<file path="config.mk">
export PLATFORM = sky130hd
export DESIGN_NAME = fadd_pipe
export DESIGN_NICKNAME = d
export VERILOG_FILES = /design/src/rtl/fp_pkg.sv /design/src/rtl/fp_round_rne.sv /design/src/rtl/fadd_pipe.sv
export SDC_FILE = /design/constraint.sdc
export NUM_CORES = 1
export LEC_CHECK = 0
export CAP_MARGIN = 20
export CORE_UTILIZATION = 55
export CTS_CLUSTER_DIAMETER = 150
export DETAILED_ROUTE_END_ITERATION = 10
export PLACE_DENSITY = 0.75
export SLEW_MARGIN = 25
export SYNTH_ARGS = -nofsm -noshare
export SYNTH_HDL_FRONTEND = slang
export SYNTH_HIERARCHICAL = 1
export SYNTH_SLANG_ARGS = --single-unit
</file>
<file path="constraint.sdc">
create_clock -name clk -period 8.75 [get_ports clk]
set_input_delay 0.875 -clock clk [delete_from_list [all_inputs] [get_ports clk]]
set_output_delay 0.875 -clock clk [all_outputs]
set_load 0.02 [all_outputs]
</file>
<file path="src/rtl/fp_pkg.sv">
// Shared floating-point helpers: format defaults, field extraction,
// canonical quiet NaN and the width-independent special-case payload.
package fp_pkg;
  localparam int EW_DEF = 8;
  localparam int MW_DEF = 23;
  localparam logic [31:0] QNAN_SP = 32'h7FC0_0000;

  // Special-case verdict made at decode and carried unchanged to rounding.
  typedef struct packed {
    logic spc;  // result is decided by the special path
    logic nan;  // special result is the canonical qNaN
    logic sgn;  // sign of the infinity when not NaN
    logic nv;   // invalid-operation flag
  } spc_t;

  function automatic logic [15:0] exp_of(input logic [63:0] w, input int ew, input int mw);
    return 16'((w >> mw) & ((64'd1 << ew) - 64'd1));
  endfunction

  function automatic logic [63:0] frac_of(input logic [63:0] w, input int mw);
    return w & ((64'd1 << mw) - 64'd1);
  endfunction

  // {0, all-ones exponent, 1, zeros}
  function automatic logic [63:0] qnan_of(input int ew, input int mw);
    return (((64'd1 << ew) - 64'd1) << mw) | (64'd1 << (mw - 1));
  endfunction
endpackage

</file>
<file path="src/rtl/fp_round_rne.sv">
// Round-to-nearest-even of a normalised significand plus exception select.
module fp_round_rne import fp_pkg::*; #(
  parameter int EW = EW_DEF,
  parameter int MW = MW_DEF
) (
  input  logic                 sgn,
  input  logic signed [EW+1:0] exp,
  input  logic [MW+3:0]        nrm,
  input  spc_t                 spc,
  output logic [EW+MW:0]       y,
  output logic                 ovf,
  output logic                 nv
);
  localparam int XW = EW + 2;

  logic                 up, big;
  logic [MW+1:0]        mr;
  logic signed [XW-1:0] ef;
  logic [MW-1:0]        frac;

  // RNE increment; a carry out renormalises, a subnormal gaining its hidden bit becomes exponent 1
  always_comb begin
    up = nrm[2] & (nrm[3] | nrm[1] | nrm[0]);
    mr = {1'b0, nrm[MW+3:3]} + {{(MW+1){1'b0}}, up};
    if (mr[MW+1]) begin
      ef   = exp + XW'(1);
      frac = mr[MW:1];
    end else begin
      ef   = mr[MW] ? exp : '0;
      frac = mr[MW-1:0];
    end
    big = ~ef[XW-1] & ((|ef[XW-2:EW]) | (&ef[EW-1:0]));
    nv  = spc.spc & spc.nv;
    ovf = ~spc.spc & big;
    if (spc.spc)
      y = spc.nan ? (EW+MW+1)'(qnan_of(EW, MW)) : {spc.sgn, {EW{1'b1}}, {MW{1'b0}}};
    else if (big)
      y = {sgn, {EW{1'b1}}, {MW{1'b0}}};
    else
      y = {sgn, ef[EW-1:0], frac};
  end
endmodule

</file>
<file path="src/rtl/fadd_pipe.sv">
// Three-stage IEEE-754 adder/subtractor: align, add+normalise, round.
module fadd_pipe import fp_pkg::*; #(
  parameter int EW = EW_DEF,
  parameter int MW = MW_DEF,
  localparam int W = 1 + EW + MW
) (
  input  logic         clk,
  input  logic         rstn,
  input  logic         in_valid,
  output logic         in_ready,
  input  logic [W-1:0] x1,
  input  logic [W-1:0] x2,
  input  logic         sub,
  output logic         out_valid,
  input  logic         out_ready,
  output logic [W-1:0] y,
  output logic         ovf,
  output logic         nv
);
  localparam int WS = MW + 4;  // hidden + fraction + guard/round/sticky
  localparam int XW = EW + 2;

  typedef struct packed {
    logic          sgn;
    logic          esub;
    logic [EW-1:0] exp;
    logic [WS-1:0] big;
    logic [WS-1:0] sml;
    spc_t          spc;
  } s1_t;

  typedef struct packed {
    logic                 sgn;
    logic signed [XW-1:0] exp;
    logic [WS-1:0]        nrm;
    spc_t                 spc;
  } s2_t;

  logic [3:1] vld_pipe;
  logic       en1, en2, en3;
  s1_t        s1_d, p1;
  s2_t        s2_d, p2;

  assign en3       = ~vld_pipe[3] | out_ready;
  assign en2       = ~vld_pipe[2] | en3;
  assign en1       = ~vld_pipe[1] | en2;
  assign in_ready  = en1;
  assign out_valid = vld_pipe[3];

  logic [EW-1:0] e1, e2;
  logic [MW-1:0] f1, f2;
  logic          sa, sb;

  assign e1 = EW'(exp_of(64'(x1), EW, MW));
  assign e2 = EW'(exp_of(64'(x2), EW, MW));
  assign f1 = MW'(frac_of(64'(x1), MW));
  assign f2 = MW'(frac_of(64'(x2), MW));
  assign sa = x1[W-1];
  assign sb = x2[W-1] ^ sub;

  // S1: classify, order by magnitude, align the smaller operand with a sticky shift
  always_comb begin
    logic          nan1, nan2, inf1, inf2, swap, lost;
    logic [EW-1:0] ea, eb, d;
    logic [MW:0]   ma, mb;
    logic [WS-1:0] sext;
    int            sh;
    nan1 = (&e1) & (|f1);
    nan2 = (&e2) & (|f2);
    inf1 = (&e1) & ~(|f1);
    inf2 = (&e2) & ~(|f2);
    ea   = (e1 == '0) ? EW'(1) : e1;
    eb   = (e2 == '0) ? EW'(1) : e2;
    ma   = {|e1, f1};
    mb   = {|e2, f2};
    swap = {e2, f2} > {e1, f1};
    s1_d.sgn  = swap ? sb : sa;
    s1_d.esub = sa ^ sb;
    s1_d.exp  = swap ? eb : ea;
    s1_d.big  = {(swap ? mb : ma), 3'b000};
    sext      = {(swap ? ma : mb), 3'b000};
    d         = swap ? (eb - ea) : (ea - eb);
    sh        = (int'(d) >= WS) ? WS : int'(d);
    lost      = |(sext & ~({WS{1'b1}} << sh));
    s1_d.sml  = (sext >> sh) | {{(WS-1){1'b0}}, lost};
    s1_d.spc.spc = nan1 | nan2 | inf1 | inf2;
    s1_d.spc.nan = nan1 | nan2 | (inf1 & inf2 & (sa ^ sb));
    s1_d.spc.sgn = inf1 ? sa : sb;
    s1_d.spc.nv  = (nan1 & ~f1[MW-1]) | (nan2 & ~f2[MW-1]) | (inf1 & inf2 & (sa ^ sb));
  end

  // S2: magnitude add/subtract, then normalise without dropping below exponent 1
  always_comb begin
    logic [WS:0] sum;
    int          lz, lim, shl;
    sum = p1.esub ? ({1'b0, p1.big} - {1'b0, p1.sml}) : ({1'b0, p1.big} + {1'b0, p1.sml});
    s2_d.exp = signed'({2'b00, p1.exp});
    s2_d.spc = p1.spc;
    s2_d.sgn = (sum == '0) ? (p1.sgn & ~p1.esub) : p1.sgn;
    lz  = WS;
    lim = 0;
    shl = 0;
    if (sum[WS]) begin
      s2_d.nrm = {sum[WS:2], sum[1] | sum[0]};
      s2_d.exp = s2_d.exp + XW'(1);
    end else begin
      for (int i = 0; i < WS; i++)
        if (sum[i]) lz = WS - 1 - i;
      lim = int'(s2_d.exp) - 1;
      shl = (lz < lim) ? lz : lim;
      s2_d.nrm = sum[WS-1:0] << shl;
      s2_d.exp = s2_d.exp - XW'(shl);
    end
  end

  logic [W-1:0] r_y;
  logic         r_ovf, r_nv;

  fp_round_rne #(.EW(EW), .MW(MW)) u_rnd (
    .sgn (p2.sgn),
    .exp (p2.exp),
    .nrm (p2.nrm),
    .spc (p2.spc),
    .y   (r_y),
    .ovf (r_ovf),
    .nv  (r_nv)
  );

  // Stage occupancy; a stage loads whenever it is empty or its successor moves
  always_ff @(posedge clk or negedge rstn) begin
    if (!rstn) begin
      vld_pipe <= '0;
    end else begin
      if (en1) vld_pipe[1] <= in_valid;
      if (en2) vld_pipe[2] <= vld_pipe[1];
      if (en3) vld_pipe[3] <= vld_pipe[2];
    end
  end

  // Datapath payloads need no reset; their valid bits qualify them
  always_ff @(posedge clk) begin
    if (en1) p1 <= s1_d;
    if (en2) p2 <= s2_d;
  end

  // Output registers hold steady under backpressure
  always_ff @(posedge clk or negedge rstn) begin
    if (!rstn) begin
      y   <= '0;
      ovf <= 1'b0;
      nv  <= 1'b0;
    end else if (en3 && vld_pipe[2]) begin
      y   <= r_y;
      ovf <= r_ovf;
      nv  <= r_nv;
    end
  end
endmodule
</file>
* Word level (Yosys, flattened, before mapping)
Index checks and enable logic that the tools add are counted.
** Word-level totals
- Bits in registers :: 144
- Input bits :: 69
- Output and inout bits :: 36
- Word-level logic and storage cells :: 138
** Cells by class
- Reductions and logical operators :: 12
- Mux-type cells :: 47
- Shift-type cells :: 3
- Bitwise operators :: 41
- Add/sub/neg operators :: 9
- Order comparisons :: 3
** Operators with widths (number)
- 2-to-1 mux 32 bit :: 30
- 2-to-1 mux 24 bit :: 2
- OR reduction 23 bit :: 2
- 2-to-1 mux 8 bit :: 5
- 2-to-1 mux 37 bit :: 1
- < comparator 32 x 9 -> 1 bit :: 1
- << shifter 27 x 32 -> 27 bit :: 1
- greater-than comparator 31 bit :: 1
- 2-to-1 mux 31 bit :: 1
- adder 27 x 27 -> 28 bit :: 1
- zero test 28 bit :: 1
- 2-to-1 mux 28 bit :: 1
- subtractor 27 x 27 -> 28 bit :: 1
- bitwise AND 27 bit :: 1
- inverter 27 bit :: 1
- OR 27 x 1 -> 27 bit :: 1
- OR reduction 27 bit :: 1
- << shifter 27 x 8 -> 27 bit (first input constant) :: 1
- right shift 27 x 8 -> 27 bit :: 1
- adder 24 x 1 -> 25 bit :: 1
- AND reduction 8 bit :: 3
- 2-to-1 mux 23 bit :: 1
- 2-to-1 mux 10 bit :: 2
- zero test 8 bit :: 2
- 13 further kinds :: 52

* Longest topological paths before layout
- Depth after elaboration :: 34
- Depth in mapped cells :: 35
- Gate-level depth less buffers :: 33

* Cells and area by module
The synthesis kept the hierarchy.
** Modules (own cells, without submodules)
- fadd_pipe :: instances 1, seq. area each 4139.0 um^2, cells each 1718, area each 14295.0 um^2
- fp_round_rne :: instances 1, seq. area each 0.0 um^2, cells each 206, area each 1393.8 um^2

* Least setup slack after synthesis
No wires, ideal clock.
- Kind :: reg-to-reg
- Start point :: register p1[22] (netlist name)
- End point :: register p2[37] (netlist name), data pin
- Library setup time :: 0.277 ns
- Clock period less this slack :: 6.859 ns
- Stages on the path, launching flop included :: 32
- Path buffers :: 2
- Required time :: 8.473 ns
- Arrival time :: 6.582 ns
- Slack :: 1.891 ns
- Path through :: edfxtp_1 -> inv_1 -> ha_1 -> buf_2 -> or3_1 -> a21o_1 -> a311o_1 -> a2111oi_2 -> o221ai_1 -> o311ai_2 -> xor2_2 -> nand2b_1 -> or2_2 -> a211oi_1 -> ha_1 -> a21oi_1 -> o22ai_1 -> o21ai_0 -> nor3b_1 -> a22oi_4 -> inv_4 -> buf_2 -> ha_1 -> inv_1 -> fa_1 -> a21o_1 -> a21oi_1 -> o21bai_1 -> a21oi_1 -> nand2_1 -> o21bai_1 -> a221oi_1
** RTL lines
- from (decl) :: line fadd_pipe.sv:41 : s1_t s1_d, p1;
- from (signal assigned) :: line fadd_pipe.sv:142 : if (en1) p1 <= s1_d;
- to (signal assigned) :: line fadd_pipe.sv:143 : if (en2) p2 <= s2_d;
- to (decl) :: line fadd_pipe.sv:42 : s2_t s2_d, p2;

==> out/qor.tcl <==
set qor(outcome) {complete, no violations}
set qor(floorplan.rows) 61
set qor(wl_mm) 50.7
set qor(clock_tree_from_tritoncts) {built}
set qor(buffer_ports.inserted) 104
set qor(drt_iter0_drc) 1458
set qor(slowest_stage) {sky130_fd_sc_hd__or3_1}
set qor(synth_warnings) 6
set qor(gr-usage-met3) 0.0622
set qor(floorplan.die.height_um) 171
set qor(die_width_um) 171
set qor(holdBufCountCts) 0
set qor(max_stage_delay_ns) 0.53
set qor(diodes) 0
set qor(power_per_cell_area_nw_per_um2) 284
set qor(die_area_um2) 29200
set qor(post_layout_nonfiller_instances) 2359
set qor(clock_sinks) 144
set qor(worst_skew_pair.late_latency_ns) 0.44
set qor(clk_transition_reported_paths_ns) 0.07
set qor(detail_routed_net_length_per_standard_cell_um) 21.5
set qor(static_leakage_uw) 0.00698
set qor(grt_usage) 0.350
set qor(clock_tree.htree_level_count) 4
set qor(layout-drive-gt1-share) 0.107
set qor(fillCellCount) 2520
set qor(grt_first_pass_wirelength_mm) 78.8
set qor(buffer_type_at_the_clock_tree_root) {sky130_fd_sc_hd__clkbuf_16}
set qor(synth.distinct_cells) 109
set qor(cp.required_ns) 8.95
set qor(grt_setup_unrepaired) {false}
set qor(postSynth.asyncResetShare) 0.257
set qor(end_kind) {register}
set qor(ff2ff_setup_slack_ns) 0.59
set qor(setup_tns_after_final_layout_ns) 0
set qor(timing.hold.worst.class) {reg -> reg}
set qor(post_cts_resize_count) 0
set qor(path_class) {reg -> reg}
set qor(grt_util_met2) 0.577
set qor(drc_errors) 0
set qor(max_slew_margin) 0.343
set qor(seq_area_frac_synth) 0.264
set qor(grt_remaining_overflow) 0
set qor(leading_register_cell_type_out_of_synthesis) {sky130_fd_sc_hd__edfxtp_1}
set qor(tritoncts.num_buffers) 17
set qor(avgViaCountPerCell) 6.53
set qor(ios) 105
set qor(first_global_vias) 14441
set qor(max_freq_mhz) 123
set qor(drt_pre_antenna_iters) 5
set qor(finalCritPeriodShare) 0.932
set qor(cts_buffer_depth) 2
set qor(flow.area_growth_from_synthesis_pct) 11.7
set qor(grt_util_met1) 0.443
set qor(period_needed_ns) 8.16
set qor(finalSetupViolations) 0
set qor(synth.avg_cell_area_um2) 8.15
set qor(synth_fp_nets) 2106
set qor(post-route-worst-setup-slack_ns) 0.594
set qor(setup.worst_path.start_class) {register}
set qor(finalHoldWorstSlack_ns) 0.420
set qor(finalHoldViolations) 0
set qor(cp_data_arrival_time_ns) 8.36
set qor(syn_area_um2) 15700
set qor(timing.clock.skew_ns) 0.0114
set qor(maximum_vdd_ir_drop_mv) 0.137
set qor(finalWeightedCongestion) 0.946
set qor(nNetsFinal) 2150
set qor(place_ws_ns) 0.706
set qor(max-cap-violations) 0
set qor(tightestPinTransition_ns) 0.982
set qor(post-place-cells) 2327
set qor(floorplan.initialDensity) 0.562
set qor(post_cts_setup_buffer_count) 0
set qor(initial_antenna_violation_count) 0
set qor(routed-via-count) 15412
set qor(synthesis.instances) 1924
set qor(core-area_um2) 27900
set qor(path_max_fanout) 19
set qor(final_ant_viol_nets) 0
set qor(top_usage_layer_grt) {met2}
set qor(hpwl_mm) 39.7
set qor(largest_net_degree_at_the_start_of_global_routing) 90
set qor(yosys_register_bits) 144
set qor(synth_enable_flop_cells) 107
set qor(finalMaxSlewViolations) 0
==> metrics by stage <==
step | instance area [µm²] | util | total power (µW)
floorplan | 15700 | - | 3300
global placement | 17000 | 0.607 | 4180
detailed placement | 17000 | 0.607 | 4200
CTS | 17500 | 0.627 | 4920
global route | 17500 | 0.627 | 5250
finish | 17500 | 0.627 | 4990
==> synthesized netlist by cell type, drive strengths merged (14+ instances only) <==
cell type | number | area (µm²)
a211oi | 52 | 395
a21oi | 132 | 672
a221oi | 14 | 135
a31oi | 20 | 125
buf | 32 | 191
clkbuf | 76 | 285
dfrtp | 37 | 926
edfxtp | 107 | 3210
ha | 109 | 1360
inv | 126 | 478
mux2 | 79 | 901
mux2i | 46 | 473
nand2 | 183 | 697
nand2b | 22 | 138
nand3 | 52 | 265
nand4 | 36 | 253
nor2 | 205 | 779
nor2b | 14 | 87.6
nor3 | 61 | 327
nor4 | 26 | 218
o211ai | 22 | 180
o21ai | 130 | 669
o21bai | 14 | 113
o22ai | 19 | 119
or3 | 17 | 106
xnor2 | 49 | 444
xor2 | 21 | 191
==> flip-flops by register name, summed over array words and instances (netlist names) <==
signal,flops
p2,42
vld_pipe,3
nv,1
p1,65
ovf,1
y,32
==> routing by layer <==
metal,vias to the layer above,part of all wire
met1,7314,0.41
met4,0,0.040
met3,136,0.076
met5,-,0
met2,721,0.47
li1,7241,-
==> worst max-delay path, delay by kind of cell (launching register included) <==
family                   cells  cell delay, ns
AO/OA/AOI/OAI               18            4.02
XOR/XNOR                     1            0.36
adder cells (fa/ha/maj)      4            1.13
buffers and inverters        2            0.33
flip-flops                   1            0.37
AND/OR/NAND/NOR              6            1.67
==> area by class of cell <==
class,count,area (µm²),area share
clock buffers,17,425,0.0243
multi-input cells,1544,10600,0.605
repair buffers,133,1260,0.0718
inverters,128,485,0.0277
flip-flops and latches,144,4140,0.236
well taps,378,473,0.0270
clock inverters,15,140,0.00800
==> where the power goes <==
part | leakage [µW] | switching, µW | internal [µW]
Combinational | 0.00513 | 1890 | 1170
Clock | 0.000268 | 330 | 375
Sequential | 0.00159 | 210 | 1020
Total | 0.00698 | 2430 | 2560
==> final timing paths <==
| check | startpoint | end | depth (start not counted) |
|---|---|---|---|
| min in group asynchronous | rstn | y[27] | 2 |
| worst max-delay path | p1[34] | p2[38] | 31 |
| max in group asynchronous | rstn | y[17] | 2 |
| worst min-delay path | p1[0] | p2[0] | 0 |
| worst max register to register | p1[34] | p2[38] | 31 |
| worst min register to register | p1[0] | p2[0] | 0 |
==> cells in the final DEF, fill, tap and decap left out, drive strengths merged, types with 12 or more instances in the layout <==
cell           synthesis  final
nor2                 205    205
nand2                183    183
inv                  126    135
a21oi                132    132
o21ai                130    130
ha                   109    109
edfxtp               107    107
clkdlybuf4s50          0    104
mux2                  79     79
nor3                  61     61
nand3                 52     52
a211oi                52     52
xnor2                 49     49
mux2i                 46     46
dfrtp                 37     37
nand4                 36     36
buf                   32     29
nor4                  26     26
nand2b                22     22
o211ai                22     22
xor2                  21     21
a31oi                 20     20
o22ai                 19     19
or3                   17     17
clkbuf                76     17
nor2b                 14     14
o21bai                14     14
a221oi                14     14
and3                  13     13
o31ai                 12     12
and2                  12     12
a22oi                 12     12
==> cell families after synthesis <==
family                     Yosys count  share of synthesized area
buffers and inverters              236                     0.0613
adders and majority gates          115                     0.0933
muxes                              125                     0.0876
DFF                                144                      0.264
xor gates and xnor gates            70                     0.0405
AOI/OAI and AO/OA                  546                      0.235
and+or+nand+nor                    688                      0.218
Note: power is estimated with default switching activity, not from simulation.
